[src/rtl/edf_out_arbiter_if.sv]
// Bundle between the priority FIFO bank, the EDF output arbiter and the
// egress link. master = arbiter side, slave = FIFO bank / egress side.
interface edf_out_arbiter_if #(
    parameter int N  = 4,
    parameter int DW = 16,
    parameter int PW = 2
);
    logic [N-1:0]    q_empty;
    logic [N-1:0]    q_re;
    logic [N*DW-1:0] q_dout;
    logic [N-1:0]    q_valid;
    logic            out_valid;
    logic            out_ready;
    logic [DW-1:0]   out_data;
    logic [PW-1:0]   out_port;

    modport master (
        input  q_empty, q_dout, q_valid, out_ready,
        output q_re, out_valid, out_data, out_port
    );

    modport slave (
        output q_empty, q_dout, q_valid, out_ready,
        input  q_re, out_valid, out_data, out_port
    );
endinterface

[src/rtl/edf_out_arbiter.sv]
// EDF output-port scheduler: prefetches each FIFO head into a per-lane
// staging register and forwards the staged entry with the smallest deadline
// key. Optional macro EDF_RR_TIE_EN: ties on the minimum key are broken
// round-robin from rr_ptr; otherwise the lowest lane index wins.

// Per-lane prefetch engine: one outstanding read, one staged entry.
module edf_out_lane #(
    parameter int DW = 16
) (
    input  logic          clk,
    input  logic          rst,
    input  logic          empty,
    input  logic          valid,
    input  logic [DW-1:0] dout,
    input  logic          grant,
    output logic          re,
    output logic          full,
    output logic [DW-1:0] stage
);
    typedef enum logic [1:0] {L_IDLE, L_WAIT, L_FULL} lane_state_t;

    lane_state_t state, state_nxt;

    // lane state register
    always_ff @(posedge clk) begin
        if (rst) state <= L_IDLE;
        else     state <= state_nxt;
    end

    // capture returned read data only while a read is outstanding
    always_ff @(posedge clk) begin
        if (rst)                          stage <= '0;
        else if (state == L_WAIT && valid) stage <= dout;
    end

    // next state and read strobe
    always_comb begin
        state_nxt = state;
        re        = 1'b0;
        case (state)
            L_IDLE: if (!empty) begin
                re        = 1'b1;
                state_nxt = L_WAIT;
            end
            L_WAIT: if (valid) state_nxt = L_FULL;
            L_FULL: if (grant) state_nxt = L_IDLE;
            default: state_nxt = L_IDLE;
        endcase
    end

    assign full = (state == L_FULL);
endmodule

module edf_out_arbiter #(
    parameter int N  = 4,
    parameter int DW = 16,
    parameter int KW = 8,
    parameter int PW = 2
) (
    input logic             clk,
    input logic             rst,
    edf_out_arbiter_if.master bus
);
    localparam int IW = $clog2(N);

    logic [N-1:0]          full;
    logic [N-1:0]          grant;
    logic [N-1:0][DW-1:0]  stage;
    logic [IW-1:0]         rr_ptr;
    logic [IW-1:0]         win;
    logic [IW-1:0]         rr_nxt;
    logic [KW-1:0]         best_key;
    logic                  found;
    logic                  load;
    int                    idx;

    for (genvar i = 0; i < N; i++) begin : g_lane
        edf_out_lane #(.DW(DW)) u_lane (
            .clk   (clk),
            .rst   (rst),
            .empty (bus.q_empty[i]),
            .valid (bus.q_valid[i]),
            .dout  (bus.q_dout[i*DW +: DW]),
            .grant (grant[i]),
            .re    (bus.q_re[i]),
            .full  (full[i]),
            .stage (stage[i])
        );
    end

    // earliest-deadline pick among FULL lanes; strict compare keeps the
    // first lane of the scan on ties, so the scan start sets tie priority
    always_comb begin
        win      = '0;
        best_key = '0;
        found    = 1'b0;
        idx      = 0;
        for (int k = 0; k < N; k++) begin
`ifdef EDF_RR_TIE_EN
            idx = (int'(rr_ptr) + k) % N;
`else
            idx = k;
`endif
            if (full[idx] && (!found || stage[idx][DW-1 -: KW] < best_key)) begin
                found    = 1'b1;
                best_key = stage[idx][DW-1 -: KW];
                win      = IW'(idx);
            end
        end
    end

    // output register free (empty or being consumed) and something staged
    assign load   = (!bus.out_valid || bus.out_ready) && (|full);
    assign grant  = load ? ({{(N-1){1'b0}}, 1'b1} << win) : '0;
    assign rr_nxt = (win == IW'(N-1)) ? '0 : win + IW'(1);

    // output register: load the winner, drop valid once consumed and idle
    always_ff @(posedge clk) begin
        if (rst) begin
            bus.out_valid <= 1'b0;
            bus.out_data  <= '0;
            bus.out_port  <= '0;
        end else if (load) begin
            bus.out_valid <= 1'b1;
            bus.out_data  <= stage[win];
            bus.out_port  <= PW'(win);
        end else if (bus.out_ready) begin
            bus.out_valid <= 1'b0;
        end
    end

    // tie-break pointer advances past every winner
    always_ff @(posedge clk) begin
        if (rst) rr_ptr <= '0;
        else     rr_ptr <= load ? rr_nxt : rr_ptr;
    end
endmodule

[src/flat_wrapper.sv]
// flat-port wrapper written by rule: the top's interface ports become plain ports
module edf_out_arbiter_flat 
#(
    parameter int N  = 4,
    parameter int DW = 16,
    parameter int KW = 8,
    parameter int PW = 2
)
  (clk, rst, bus_q_empty, bus_q_dout, bus_q_valid, bus_out_ready, bus_q_re, bus_out_valid, bus_out_data, bus_out_port);
  edf_out_arbiter_if #(.N(N), .DW(DW), .PW(PW)) bus_i ();
  input logic clk;
  input logic rst;
  input wire logic [$bits(bus_i.q_empty)-1:0] bus_q_empty;
  input wire logic [$bits(bus_i.q_dout)-1:0] bus_q_dout;
  input wire logic [$bits(bus_i.q_valid)-1:0] bus_q_valid;
  input wire logic [$bits(bus_i.out_ready)-1:0] bus_out_ready;
  output wire logic [$bits(bus_i.q_re)-1:0] bus_q_re;
  output wire logic [$bits(bus_i.out_valid)-1:0] bus_out_valid;
  output wire logic [$bits(bus_i.out_data)-1:0] bus_out_data;
  output wire logic [$bits(bus_i.out_port)-1:0] bus_out_port;
  assign bus_i.q_empty = bus_q_empty;
  assign bus_i.q_dout = bus_q_dout;
  assign bus_i.q_valid = bus_q_valid;
  assign bus_i.out_ready = bus_out_ready;
  assign bus_q_re = bus_i.q_re;
  assign bus_out_valid = bus_i.out_valid;
  assign bus_out_data = bus_i.out_data;
  assign bus_out_port = bus_i.out_port;
  edf_out_arbiter #(.N(N), .DW(DW), .KW(KW), .PW(PW)) u_core (.clk(clk), .rst(rst), .bus(bus_i));
endmodule
[config.mk]
export PLATFORM = sky130hd
export DESIGN_NAME = edf_out_arbiter_flat
export DESIGN_NICKNAME = d
export VERILOG_FILES = /design/src/rtl/edf_out_arbiter_if.sv /design/src/rtl/edf_out_arbiter.sv /design/src/flat_wrapper.sv
export SDC_FILE = /design/constraint.sdc
export NUM_CORES = 1
export LEC_CHECK = 0
export CAP_MARGIN = 20
export CORE_ASPECT_RATIO = 1.5
export CORE_MARGIN = 1.5
export CORE_UTILIZATION = 30
export DETAILED_ROUTE_END_ITERATION = 10
export PLACE_DENSITY = 0.54
export SYNTH_ARGS = -nofsm -noshare
export SYNTH_HDL_FRONTEND = slang
export SYNTH_SLANG_ARGS = --single-unit
[constraint.sdc]
create_clock -name clk -period 6.2 [get_ports clk]
set_clock_uncertainty 0.05 [all_clocks]
set_input_delay 0.93 -clock clk [delete_from_list [all_inputs] [get_ports clk]]
set_output_delay 0.93 -clock clk [all_outputs]
set_load 0.01 [all_outputs]
==> metrics.md, run 1 <==
| Metric | Value |
|---|---|
| Initial antenna violation count | 0 |
| PD cells | approximately 230 nW/µm² |
| Post-route DRC | 0 |
| Final WL | ~13000 µm |
| Die outline height | around 150 µm |
| Ys flop type | dfxtp_1 |
| Row cnt | 54 |
| CP arrival | just under 6 ns |
| # hold bufs at CTS | 0 |
| First-pass GRT wire length | a little over 20000 µm |
| Worst path bufs/invs | 4 |
| WS Path Type | flip-flop to flip-flop |
| Syn Area/Cell | 8.050 µm² |
| Synthesis warning total | 0 |
| Crit end category | flip-flop |
| IO Count | between 90 and 100 |
| Vias in the first global route | 4291 |
| Crit-path max cell delay | 0.48 ns |
| Status | finished, final reports clean |
| Max Transition Viols Final | 0 |
| Post-synth cell types | between 40 and 50 |
| Unrepaired setup endpoints after global routing | false |
| Core area | around 15000 µm² |
| Clk sinks | 91 |
| N_diodes | 0 |
| CTS root buf | clkbuf_16 |
| Htree depth | 3 |
| Post-synth EDFFs | 0 |
| DR vias/cell | about 5 |
| Crit path top cell by count | ha_1 |
| Clk_lat worst skew | between 0.3 and 0.4 ns |
| Util after Layout | about two fifths |
| WL/cell | approximately 15 µm |
| IO buf count | 97 |
| Post-DP HPWL | approximately 9800 µm |
| Die Footprint | 15840 µm² |
| Maximum clock rate | 175.3 MHz |
| Min cycle time layout | roughly 5.7 ns |
| P_leak | ~2.3 nW |
| Gr ovfl total | 0 |
| Mapped Area | about 4500 µm² |
| Mapped Nets | ~660 |
| # setup viols final | 0 |
| Worst hold path type | flip-flop to flip-flop |
| Max FO, Critical Path | 15 |
| CP max stage cell | or3_4 |
| Routed length on met3 | 482 µm |
| Initial Util | approximately 31% |
| CTS tree | built |
| Fin nets | around 740 |
| Peak supply drop | ~0.12 mV |
| Die Span X | about 100 µm |
| Clock tree buffer depth | 2 |
| Part of the cycle the worst path needs | 92.01% |
| Worst-Margin Slew | between 0.8 and 0.9 ns |
| Final Wtd Congestion | just under 0.9 |
| Sequential element share of the synthesized area | about two fifths |
| Rel. slew slack | 43.91% |
| Largest net degree at the start of global routing | 76 |
| # fillers | around 1600 |
| Final hold violations | 0 |
| FFs w/ async S/R, synth | 0% |
| First-iteration detailed-routing DRC count | ~140 |
| Wl on met1 | 5466 µm |
| CP startpoint kind | flip-flop |
| Fin Setup TNS | 0 ns |
| Top Layer Used | met4 |
| Max-cap violations | 0 |
| CP top delay family | compound AO/OA/AOI/OAI gates |
| Router iterations before antenna repair | 4 |
| Synth Instances | roughly 560 |
| Clock-pin slew on the worst setup and hold paths | about 0.060 ns |
| DR WL met2 | about 6400 µm |
| WP data required | roughly 6.4 ns |
| Yosys reg bits | 91 |
| Share of layout cells above drive strength 1 | ~8.3% |
| Area Overhead vs Synth | 31.72% |
| Via Count | between 4000 and 5000 |
| Cts bufs inserted | 9 |
| GRT Util Overall | between 15 and 20% |
| Post-DRT Antenna Nets | 0 |
[cell usage after synthesis (2+ instances only)]
master	instances	area share, %
a2111oi_0	4	0.77
a211o_1	4	0.77
a21oi_1	80	8.8
a221oi_1	2	0.39
a22oi_1	8	1.3
a41oi_1	17	3.3
and3_1	16	2.2
buf_2	2	0.22
buf_4	5	0.83
clkbuf_1	32	2.7
dfxtp_1	91	40
ha_1	21	5.8
inv_1	4	0.33
mux2_2	15	3.7
mux2i_1	15	3.3
nand2_1	150	12
nand2b_1	5	0.69
nand3_1	4	0.44
nand4_1	2	0.28
nor2_1	12	1.0
nor2b_1	9	1.2
nor3_1	6	0.66
o211ai_1	4	0.66
o21a_1	2	0.33
o21ai_0	19	2.1
o21ai_1	10	1.1
or2_2	3	0.41
[cells in the final DEF (no fill, tap or decap), drive strengths merged, types with 2 or more instances in the layout]
cell type,n
nand2,150
nand4,2
a21oi,80
mux2,15
a22oi,8
a211o,4
o21ai,30
nor2,12
o21a,2
o211ai,4
dfxtp,91
clkinvlp,2
nor2b,9
inv,6
a221oi,2
a41oi,17
or3b,2
nor3,6
clkdlybuf4s50,96
nand2b,5
ha,21
a2111oi,4
clkbuf,11
and3,16
mux2i,15
or2,3
nand3,4
buf,15
[final timing paths]
path,start,endpoint,slack (ns),cells after the start
worst min register to register,u_core.g_lane[0].u_lane.stage[1],u_core.g_lane[0].u_lane.stage[1],0.40,2
worst max register to register,u_core.g_lane[0].u_lane.state[1],u_core.bus.out_data[13],0.50,27
worst max-delay path,u_core.g_lane[0].u_lane.state[1],u_core.bus.out_data[13],0.50,27
worst min-delay path,u_core.g_lane[0].u_lane.stage[1],u_core.g_lane[0].u_lane.stage[1],0.40,2
[what timing repair did]
item | CTS | global route
resized for setup | 0 | 7
setup buffers | 0 | 4
setup endpoints to repair | 0 | 22
[state kept, by name, summed over array words and instances, names as in the netlist]
signal                      cells
u_core.g_lane.u_lane.stage     64
u_core.bus.out_data            16
u_core.g_lane.u_lane.state      8
u_core.bus.out_port             2
u_core.bus.out_valid            1
[cell families after synthesis]
logic type	count (synthesis)	synth area share, %
DFF	91	40.27
and+or+nand+nor	213	20.63
AOI/OAI and AO/OA	162	21.88
adders and majority gates	21	5.807
muxes	30	7.052
buffers and inverters	45	4.369
[routing by layer]
layer  vias to the layer above  track usage [%]
li1                       2152                -
met1                      1922            20.19
met2                        89            28.98
met3                        19            2.881
met4                         0            6.950
met5                         -                0
[metrics by stage]
stage	instances	total power (W)	cell area (µm²)	setup slack [ns]	hold slack [ns]
global placement	822	0.0008822	5613	0.3703	0.3891
detailed placement	823	0.0008882	5624	0.1671	0.3930
global route	844	0.001450	5959	0.03298	0.4188
CTS	839	0.001391	5894	0.1223	0.4033
finish	844	0.001379	5959	0.4951	0.4020
floorplan	562	0.0007829	4524	0.4725	0.3737
[area by class of cell]
cell class	instances	area, µm²	share of cell area (%)
inverter	4	15.01	0.2519
timing repair buffer	111	1082	18.16
clock inverter	5	37.54	0.6299
sequential	91	1822	30.57
tap	196	245.2	4.115
multi-input combinational	426	2525	42.37
clock buffer	11	232.7	3.905
[worst register-to-register path, stage by stage (launching register included)]
cell	delay, ns
dfxtp_1	0.41
nor2b_4	0.25
buf_4	0.14
nand2_1	0.05
ha_1	0.30
o21a_1	0.12
o211ai_1	0.09
a211oi_1	0.30
nor2_1	0.15
buf_6	0.18
a22oi_1	0.26
ha_1	0.30
a21oi_1	0.27
nor2_1	0.11
o21a_1	0.19
nor2_2	0.18
o21ai_4	0.15
buf_4	0.20
o21ai_0	0.16
ha_1	0.18
a21oi_1	0.06
o21ai_0	0.24
o22ai_1	0.14
inv_1	0.09
nand3_1	0.11
o211a_1	0.28
or3_4	0.48
o21ai_1	0.19
[where the power goes]
group | switching [W] | internal, W | leakage, nW
clock | 0.000227 | 0.000274 | 0.127
combinational | 0.000124 | 0.000118 | 1.43
sequential | 0.0000241 | 0.000612 | 0.739
No activity file was read; power rests on OpenSTA's default activity.
==> run 2, diff against run 1 <==
--- a/config.mk
+++ b/config.mk
@@ -9,7 +9,9 @@
 export CORE_ASPECT_RATIO = 1.5
 export CORE_MARGIN = 1.5
 export CORE_UTILIZATION = 30
+export CTS_CLUSTER_SIZE = 20
 export DETAILED_ROUTE_END_ITERATION = 10
+export MAX_ROUTING_LAYER = met4
 export PLACE_DENSITY = 0.54
 export SYNTH_ARGS = -nofsm -noshare
 export SYNTH_HDL_FRONTEND = slang
==> metrics.md, run 2 (same netlist as run 1, synthesis figures left out) <==
| Metric | Value |
|---|---|
| Status | finished, final reports clean (unchanged) |
| IO Count | 98 (unchanged) |
| First-pass GRT wire length | 20300 µm (was 20780 µm) |
| Htree depth | 3 (unchanged) |
| Die outline height | 153.4 µm (unchanged) |
| Clock tree buffer depth | 2 (unchanged) |
| Crit end category | flip-flop (unchanged) |
| Core area | 14660 µm² (unchanged) |
| Row cnt | 54 (unchanged) |
| CTS root buf | clkbuf_16 (unchanged) |
| Rel. slew slack | 43.54% (was 43.91%) |
| Max FO, Critical Path | 18 (was 15) |
| Overall power | 0.001476 W (was 0.001379 W) |
| CTS tree | built (unchanged) |
| CP arrival | 5.90 ns (was 5.91 ns) |
| Die Footprint | 15840 µm² (unchanged) |
| Placed insts | 824 (was 823) |
| Part of the cycle the worst path needs | 92.76% (was 92.01%) |
| WS Path Type | flip-flop to flip-flop (unchanged) |
| WP data required | 6.34 ns (was 6.41 ns) |
| Die Span X | 103.3 µm (unchanged) |
| Min-Delay Endpoint | u_core.g_lane[0].u_lane.stage[1] (unchanged) |
| Worst hold path type | flip-flop to flip-flop (unchanged) |
| Post-DRT Antenna Nets | 0 (unchanged) |
| Via Count | 4173 (was 4182) |
| Fin Hold WS | 0.4015 ns (was 0.4020 ns) |
| Clk sinks | 91 (unchanged) |
| Share of layout cells above drive strength 1 | 8.783% (was 8.333%) |
| Initial Util | 30.86% (unchanged) |
| Biggest regs | u_core.g_lane.u_lane.stage (64), u_core.bus.out_data (16), u_core.g_lane.u_lane.state (8) (unchanged) |
| Flip-flop count of the largest register after layout | 64 (unchanged) |
| Most frequent cells in the layout | nand2_1 (150), clkdlybuf4s50_1 (96), dfxtp_1 (91), a21oi_1 (79), ha_1 (21) (was nand2_1 (150), clkdlybuf4s50_1 (96), dfxtp_1 (91), a21oi_1 (80), ha_1 (21)) |
| Setup slack, reg-to-reg | 0.45 ns (was 0.50 ns) |
| Hold wc startpoint | u_core.g_lane[0].u_lane.stage[1] (unchanged) |
| Post-route DRC | 0 (unchanged) |
| Vias in the first global route | 4157 (was 4291) |
| FF+latch area | 1822 µm² (unchanged) |
| GRT Util Overall | 16.88% (was 16.80%) |
| Fin nets | 740 (was 739) |
| Top reg by flops | u_core.g_lane.u_lane.stage (unchanged) |
| N_diodes | 0 (unchanged) |
| Peak supply drop | 0.1547 mV (was 0.1198 mV) |
| WL/cell | 15.14 µm (was 15.08 µm) |
| Final Wtd Congestion | 0.8437 (was 0.8953) |
| Min cycle time layout | 5.751 ns (was 5.705 ns) |
| PD cells | 244.9 nW/µm² (was 231.5 nW/µm²) |
| Final hold violations | 0 (unchanged) |
| CP startpoint kind | flip-flop (unchanged) |
| Design area | 6025 µm² (was 5959 µm²) |
| Router iterations before antenna repair | 5 (was 4) |
| Largest net degree at the start of global routing | 76 (unchanged) |
| Initial antenna violation count | 0 (unchanged) |
| Placed Instance Area | 5632 µm² (was 5624 µm²) |
| Gr ovfl total | 0 (unchanged) |
| Cell Count, Final, Fillers Out | 845 (was 844) |
| IO buf count | 97 (unchanged) |
| # setup viols final | 0 (unchanged) |
| # hold bufs at CTS | 0 (unchanged) |
| Post-DP HPWL | 9807 µm (was 9839 µm) |
| Worst reg2reg path depth | 26 (was 27) |
| Final WL | 12790 µm (was 12730 µm) |
| Util after Layout | 41.09% (was 40.65%) |
| # fillers | 1512 (was 1550) |
| DR vias/cell | 4.938 (was 4.955) |
| P_leak | 2.327 nW (was 2.291 nW) |
| Clk_lat worst skew | 0.34 ns (about the same) |
| Worst-Margin Slew | 0.8460 ns (was 0.8405 ns) |
| Cts bufs inserted | 9 (unchanged) |
| Multi-input logic area | 2529 µm² (was 2525 µm²) |
| Reg-to-Reg End | u_core.bus.out_data[8] (was u_core.bus.out_data[13]) |
| First-iteration detailed-routing DRC count | 187 (was 144) |
| Max Transition Viols Final | 0 (unchanged) |
| WHS Path Cells | 2 (unchanged) |
| RR Startpoint | u_core.g_lane[0].u_lane.state[1] (unchanged) |
| Clock-pin slew on the worst setup and hold paths | 0.07 ns (was 0.06 ns) |
| Maximum clock rate | 173.9 MHz (was 175.3 MHz) |
| Commonest non-fill, non-tap cell in the layout | nand2_1 (unchanged) |
| Max-cap violations | 0 (unchanged) |
| Area Overhead vs Synth | 33.16% (was 31.72%) |
-- run 2: changes by cell type in the layout (fill, tap and decap cells not counted), sizes merged --
cell      previous run  this run
clkinvlp             2         0
buf                 15        16
clkbuf              11        10
clkinv               1         0
bufinv               0         2
inv                  6         8
-- run 2: metrics by stage --
stage / setup WS [ns] / TNS (ns)
6_report: 0.4486 / 0
5_1_grt: -0.009443 / -0.009443
4_1_cts: 0.05377 / 0
3_5_place_dp: 0.07102 / 0
3_3_place_gp: 0.2196 / 0
2_1_floorplan: 0.4725 / 0
-- run 2: repair_timing --
item	CTS	global route
gates resized for setup	0	7
setup endpoints to repair	0	21
endpoints found under the hold margin	0	0
buffers inserted	0	4
-- run 2: layout make-up --
type / instances / area share, %
Sequential cell: 91 / 30.24
Clock inverter: 6 / 1.578
Timing Repair Buffer: 112 / 18.09
Multi-Input combinational cell: 426 / 41.97
Tap cell: 196 / 4.071
Inverter: 4 / 0.2492
Clock buffer: 10 / 3.801
-- run 2: how the worst max path moves through the flow --
stage / startpoint / end / slack, ns / cells past startpoint
after floorplan: u_core.g_lane[0].u_lane.state[1] / u_core.bus.out_data[10] / 0.47 / 30
after global placement: u_core.g_lane[0].u_lane.state[1] / u_core.bus.out_data[8] / 0.22 / 26
after detailed placement: u_core.g_lane[0].u_lane.state[1] / u_core.bus.out_data[8] / 0.07 / 26
after CTS: u_core.g_lane[0].u_lane.state[1] / u_core.bus.out_data[8] / 0.05 / 26
after global routing: u_core.g_lane[0].u_lane.state[1] / u_core.bus.out_data[8] / -0.009 / 27
final: u_core.g_lane[0].u_lane.state[1] / u_core.bus.out_data[8] / 0.45 / 26
-- run 2: routing by layer --
| layer | GRT usage [%] | share of wire, % | vias to the layer above |
|---|---|---|---|
| li1 | - | - | 2146 |
| met1 | 20.03 | 44 | 1907 |
| met2 | 27.98 | 49 | 95 |
| met3 | 2.332 | 3.3 | 25 |
| met4 | 7.400 | 3.0 | 0 |
| met5 | - | 0 | - |
-- run 2: power breakdown --
part | leakage [nW] | switching, W | internal [W] | total (W)
sequential | 0.739 | 0.0000242 | 0.000612 | 0.000636
combinational | 1.43 | 0.000125 | 0.000118 | 0.000244
clock | 0.158 | 0.000237 | 0.000359 | 0.000596
total | 2.33 | 0.000386 | 0.00109 | 0.00148
-- run 2: critical path: stages (launching register included) --
cell and delay, ns:
dfxtp_1 0.41, nor2b_4 0.25, nand2_1 0.09, ha_1 0.31, a211o_1 0.30, a21oi_1 0.16
a211oi_1 0.11, nor2_1 0.25, buf_6 0.21, a22oi_1 0.13, ha_1 0.31, a21oi_1 0.17
o21ai_0 0.16, o21a_1 0.23, nor2_2 0.18, o21ai_4 0.17, o21ai_0 0.26, ha_1 0.28
o211ai_1 0.16, a21oi_1 0.09, o22ai_1 0.17, inv_1 0.08, a41oi_1 0.27, o211a_1 0.32
buf_4 0.26, nor2b_1 0.15, o41ai_1 0.06
